==> src/rtl/div_pkg.sv <==
// Shared constants and FSM encoding for the div16 restoring divider.
// No ports: imported by div16.
package div_pkg;

  localparam int DIVIDEND_W = 16;
  localparam int DIVISOR_W  = 8;
  localparam int ITERATIONS = 16;
  localparam int CNT_W      = $clog2(ITERATIONS);

  typedef enum logic [1:0] {
    IDLE,
    RUN,
    DONE
  } state_t;

endpackage

==> src/rtl/full_adder.sv <==
// One-bit full adder cell.
// Ports: a, b, cin -> s, cout.
module full_adder (
  input  logic a,
  input  logic b,
  input  logic cin,
  output logic s,
  output logic cout
);

  assign s    = a ^ b ^ cin;
  assign cout = (a & b) | (cin & (a ^ b));

endmodule

==> src/rtl/sub9.sv <==
// 9-bit ripple subtractor d = a - b built from full_adder cells.
// Ports: a, b -> d, borrow (borrow=0 means a >= b).
module sub9 (
  input  logic [8:0] a,
  input  logic [8:0] b,
  output logic [8:0] d,
  output logic       borrow
);

  logic [9:0] c;

  // a + ~b + 1; carry out set means no borrow
  assign c[0] = 1'b1;

  for (genvar i = 0; i < 9; i++) begin : gen_fa
    full_adder u_fa (
      .a   (a[i]),
      .b   (~b[i]),
      .cin (c[i]),
      .s   (d[i]),
      .cout(c[i+1])
    );
  end

  assign borrow = ~c[9];

endmodule

==> src/rtl/div16.sv <==
// 16/8 unsigned restoring divider, one quotient bit per clock, MSB first.
// Ports: clk, rst_n, A, B, start -> Q, R, busy, done, div_zero.
module div16
  import div_pkg::*;
(
  input  logic                  clk,
  input  logic                  rst_n,
  input  logic [DIVIDEND_W-1:0] A,
  input  logic [DIVISOR_W-1:0]  B,
  input  logic                  start,
  output logic [DIVIDEND_W-1:0] Q,
  output logic [DIVISOR_W-1:0]  R,
  output logic                  busy,
  output logic                  done,
  output logic                  div_zero
);

  state_t state, state_nx;

  logic [DIVIDEND_W-1:0] dq;
  logic [DIVISOR_W-1:0]  bq;
  logic [DIVISOR_W:0]    p;
  logic [CNT_W-1:0]      cnt;

  logic [DIVISOR_W:0] t;
  logic [DIVISOR_W:0] diff;
  logic [DIVISOR_W:0] p_nx;
  logic               borrow;
  logic               qbit;
  logic               accept;
  logic               last;
  logic               zdiv;

  assign accept = start && (state != RUN);
  assign last   = (cnt == CNT_W'(ITERATIONS - 1));
  assign zdiv   = (bq == '0);

  // dq shifts dividend bits out of the top and quotient bits in at the bottom
  assign t    = {p[DIVISOR_W-1:0], dq[DIVIDEND_W-1]};
  assign qbit = ~borrow;
  assign p_nx = borrow ? t : diff;

  sub9 u_sub (
    .a     (t),
    .b     ({1'b0, bq}),
    .d     (diff),
    .borrow(borrow)
  );

  always_ff @(posedge clk) begin
    if (!rst_n) state <= IDLE;
    else        state <= state_nx;
  end

  always_comb begin
    state_nx = state;
    unique case (state)
      IDLE: if (start) state_nx = RUN;
      RUN:  if (zdiv || last) state_nx = DONE;
      DONE: state_nx = start ? RUN : IDLE;
      default: state_nx = IDLE;
    endcase
  end

  assign busy = (state == RUN);
  assign done = (state == DONE);

  always_ff @(posedge clk) begin
    if (!rst_n) begin
      Q        <= '0;
      R        <= '0;
      div_zero <= 1'b0;
      dq       <= '0;
      bq       <= '0;
      p        <= '0;
      cnt      <= '0;
    end else if (accept) begin
      dq  <= A;
      bq  <= B;
      p   <= '0;
      cnt <= '0;
      if (B != '0) div_zero <= 1'b0;
    end else if (state == RUN) begin
      if (zdiv) begin
        // no iterations: dq still holds the untouched dividend
        Q        <= '1;
        R        <= dq[DIVISOR_W-1:0];
        div_zero <= 1'b1;
      end else begin
        p   <= p_nx;
        dq  <= {dq[DIVIDEND_W-2:0], qbit};
        cnt <= cnt + 1'b1;
        if (last) begin
          Q <= {dq[DIVIDEND_W-2:0], qbit};
          R <= p_nx[DIVISOR_W-1:0];
        end
      end
    end
  end

endmodule

==> config.mk <==
export PLATFORM = sky130hd
export DESIGN_NAME = div16
export DESIGN_NICKNAME = d
export VERILOG_FILES = /design/src/rtl/div_pkg.sv /design/src/rtl/full_adder.sv /design/src/rtl/sub9.sv /design/src/rtl/div16.sv
export SDC_FILE = /design/constraint.sdc
export NUM_CORES = 1
export LEC_CHECK = 0
export CAP_MARGIN = 20
export CORE_ASPECT_RATIO = 0.5
export CORE_MARGIN = 2
export CORE_UTILIZATION = 51
export DETAILED_ROUTE_END_ITERATION = 8
export GPL_TIMING_DRIVEN = 0
export HOLD_SLACK_MARGIN = 0.03
export PLACE_DENSITY_LB_ADDON = 0.12
export SLEW_MARGIN = 20
export SYNTH_ARGS = -nofsm -noshare
export SYNTH_HDL_FRONTEND = slang
export SYNTH_SLANG_ARGS = --single-unit
==> constraint.sdc <==
create_clock -name clk -period 5.32 [get_ports clk]
set_input_delay 1.064 -clock clk [delete_from_list [all_inputs] [get_ports clk]]
set_output_delay 1.064 -clock clk [all_outputs]
set_load 0.02 [all_outputs]
==> key figures, run 1 <==
Run status
  • Status: completed

Timing
  • Tmin final: roughly 4.8 ns
  • Final Setup Violations: 0
  • Slew margin rel.: 67.88%
  • Fin crit share: 89.63%
  • RSZ-0062 raised after global routing: false
  • Setup TNS: 0 ns
  • WHS: 0.4744 ns
  • Worst-Margin Slew: 0.4818 ns
  • Fin. max-slew vios: 0
  • Clk_skew: 0.006386 ns
  • Hold Vio Cnt, Final: 0
  • Max Clock Freq: 209.7 MHz

Setup path
  • Critical path class: flip-flop to flip-flop
  • Critical path buffer and inverter count: 6
  • CP delay by family, top: adder cells
  • Crit path largest cell delay: 0.43 ns
  • Critical Path AT: 5.00 ns
  • Crit path capture type: flip-flop
  • Startpoint type of the worst setup path: flip-flop
  • Max FO, Critical Path: 9
  • Critical path's slowest cell: fa_1
  • Top cell by count, worst path: fa_1
  • Required @ worst endpoint: 5.56 ns
  • Critical-path cell list: inv_1 > ha_1 > fa_1 > fa_1 > fa_1 > fa_1 > inv_1 > fa_1 > inv_1 > fa_1 > inv_1 > fa_1 > buf_1 > or2_2 > buf_2 > mux2i_1 > a21oi_1 > a21o_1

Global route
  • Largest net degree at the start of global routing: 12
  • Initial antenna violation count: 0
  • First-pass GRT wire length: 11530 µm
  • Vias in the first global route: 2393
  • GRT Util Overall: between 20% and 30%
  • Congestion Overflow GR: 0

Place
  • Port Buffers: 52
  • Hpwl dp: 5437 µm
  • GPL Wtd Cong: between 0.9 and 1

Clock network
  • Setup bufs post-CTS: 0
  • CTS Buf Count: 9
  • Longest Clk Path Bufs: 2
  • Post-CTS sizing: 0
  • Clock sinks: 63
  • CTS tree: built
  • Skew-Pair Late Insertion Delay: 0.34 ns
  • Root Buffer: clkbuf_8
  • Hold bufs inserted after CTS: 0
  • CTS HTree Levels: 3
  • Clk slew on worst S/H paths: 0.07 ns

Yosys
  • Largest family of logic cells by synthesized area: compound AO/OA/AOI/OAI gates
  • Top cells by count, synth: dfxtp_1 (63), a21oi_1 (54), nand2_1 (52)
  • Distinct cell type count after synthesis: 42
  • Share of synthesized area spent on multiplexers: 0.3571%
  • Top-count cell post-synth: dfxtp_1
  • Post-Syn Nets: 351
  • Synth top area share: 45.00%
  • Post-synth top area cell: dfxtp_1
  • Area contributors post-synth: dfxtp_1 (45%), a21oi_1 (9.6%), o221a_2 (8.0%)
  • XOR/XNOR Fraction of Synth Area: less than 1%
  • Simple-gate share of the synthesized area: 15.00%
  • Post-synthesis compound-gate area fraction: 27.01%
  • Adder-cell share of the synthesized area: 5.893%
  • Syn Area/Cell: 8.897 µm²
  • Async S/R FF share, synth: 0%
  • Synthesized area: about 0.0028 mm²
  • Sequential fraction of the synthesis area: 45.00%
  • Predominant post-synthesis flop cell: dfxtp_1
  • Synthesized instance count: 315
  • Number of flops mapped to enable cells by yosys: 0
  • Number of synthesized register bits: between 60 and 70
  • Yosys warns: 0

Hold path
  • Worst hold path type: flip-flop to flip-flop

Cells and area
  • Layout cell share with drive strength beyond 1: between 10 and 15%
  • P&R area growth vs syn: 28.57%
  • # nets final: between 400 and 500
  • Antenna Cells: 0
  • Final core occ: 66.77%

Power and ir drop
  • PwrDens: 346.5 mW/mm²
  • Peak supply drop: 0.0001628 V
  • Leakage: 1.310 nW

Route
  • Post-DR vias/cell: 5.684
  • DR WL/cell: ~15 µm
  • Final WL: 7052 µm
  • Post-DRT Antenna Nets: 0
  • First-pass DRT Iterations: 5
  • DRT iter0 DRCs: between 100 and 150
  • Via count: 2592
  • DRC: 0

Floorplanning
  • Initial core utilization: about 52%
  • Die height: ~56 µm
  • Row cnt: 19
  • Total Die Area: 0.006140 mm²
  • I/O pin cnt: 54
  • Die width: 108.8 µm
  • Core region area: 0.005396 mm²

Job
  • Max_cap viols: 0
==> final cells by class <==
type,count,area [µm²]
Buffer,24,110.1
Clock buffer,10,127.6
Clock inverter,6,61.31
Fill cell,475,1793
Inverter,14,52.55
Multi-Input combinational cell,214,1379
Sequential cell,63,1261
Tap cell,73,91.34
Timing Repair Buffer,52,520.5
==> through the flow <==
step	setup WS (ns)	power, W	area (µm²)	cells
after global placement	0.7040	0.0008472	3415	440
after detailed placement	0.6269	0.0008585	3415	440
after CTS	0.5994	0.001251	3603	456
after floorplan	1.151	0.0007460	2803	315
after global routing	0.3304	0.001310	3603	456
final	0.5516	0.001249	3603	456
==> worst register-to-register path, stage by stage (launching register included) <==
cell and delay [ns]:
dfxtp_1 0.40, inv_1 0.06, ha_1 0.21, fa_1 0.43, fa_1 0.43, fa_1 0.42
fa_1 0.39, inv_1 0.08, fa_1 0.16, inv_1 0.05, fa_1 0.37, inv_1 0.09
fa_1 0.17, buf_1 0.30, or2_2 0.17, buf_2 0.23, mux2i_1 0.38, a21oi_1 0.14
a21o_1 0.19
==> flip-flops by register name, summed over array words and instances, names as in the netlist <==
name      count
Q            16
dq           16
R             8
bq            8
p             8
cnt           4
state         2
div_zero      1
==> per-layer routing <==
layer  share of wire (%)  global-route usage (%)
met3                 7.6                   7.549
met1                  46                   33.70
met5                   0                       0
met2                  46                   39.20
met4                 1.1                   6.593
==> placed cells by master, fill, tap and decap left out, drive strengths merged, types with 2 or more instances in the layout <==
| cell | count |
|---|---|
| buf | 12 |
| o21ai | 14 |
| nor3 | 9 |
| xnor2 | 2 |
| a21oi | 55 |
| clkdlybuf4s50 | 52 |
| clkbuf | 22 |
| o221a | 20 |
| o211ai | 2 |
| ha | 2 |
| inv | 13 |
| fa | 7 |
| a311oi | 7 |
| nor4 | 4 |
| nand3 | 8 |
| dfxtp | 63 |
| a21o | 2 |
| nand2 | 53 |
| nor2 | 9 |
| o21a | 4 |
| clkinv | 5 |
| a211oi | 2 |
| or4 | 2 |
==> path summary, 6_finish.rpt <==
path	from	slack, ns	endpoint	cells past startpoint
hold reg to reg	R[7]$_SDFFE_PN0P_	0.47	R[7]$_SDFFE_PN0P_	2
setup reg to reg	dq[15]$_SDFFE_PN0P_	0.55	R[5]$_SDFFE_PN0P_	18
setup / recovery	dq[15]$_SDFFE_PN0P_	0.55	R[5]$_SDFFE_PN0P_	18
hold / removal	R[7]$_SDFFE_PN0P_	0.47	R[7]$_SDFFE_PN0P_	2
==> where the power goes <==
part / switching [W] / leakage, nW / internal (W)
Combinational: 0.000177 / 0.699 / 0.000131
Clock: 0.000182 / 0.0960 / 0.000214
Sequential: 0.0000337 / 0.515 / 0.000510
Total: 0.000393 / 1.31 / 0.000855
==> kinds of logic (layout without fill, tap and decap cells) <==
| logic type | Yosys count | in the layout |
|---|---|---|
| compound gates | 110 | 110 |
| simple gates | 91 | 91 |
| flops | 63 | 63 |
| buf+inv | 38 | 106 |
| fa+ha+maj | 9 | 9 |
| xor+xnor | 3 | 3 |
| mux | 1 | 1 |
No activity file was read; power rests on OpenSTA's default activity.
==> inputs of run 2 (changes only) <==
--- a/config.mk
+++ b/config.mk
@@ -5,7 +5,7 @@
 export SDC_FILE = /design/constraint.sdc
 export NUM_CORES = 1
 export LEC_CHECK = 0
-export CAP_MARGIN = 20
+export CAP_MARGIN = 15
 export CORE_ASPECT_RATIO = 0.5
 export CORE_MARGIN = 2
 export CORE_UTILIZATION = 51
==> results of run 2 <==
No change in the layout: final DEF, timing and power equal those of run 1.
==> inputs of run 3 (changes only) <==
==> constraint.sdc (replaced) <==
create_clock -name clk -period 5.4 [get_ports clk]
set_input_delay 1.08 -clock clk [delete_from_list [all_inputs] [get_ports clk]]
set_output_delay 1.08 -clock clk [all_outputs]
set_load 0.02 [all_outputs]
==> results of run 3 <==
The final DEF is identical to that of run 1. Status: completed.
Among the figures that moved: setup slack after placement 0.6269 ns -> 0.7069 ns; setup slack after layout 0.5516 ns -> 0.6316 ns; register-to-register setup slack 0.55 ns -> 0.63 ns; total power 0.001249 W -> 0.001230 W; worst IR drop on VDD 0.0001628 V -> 0.0001604 V
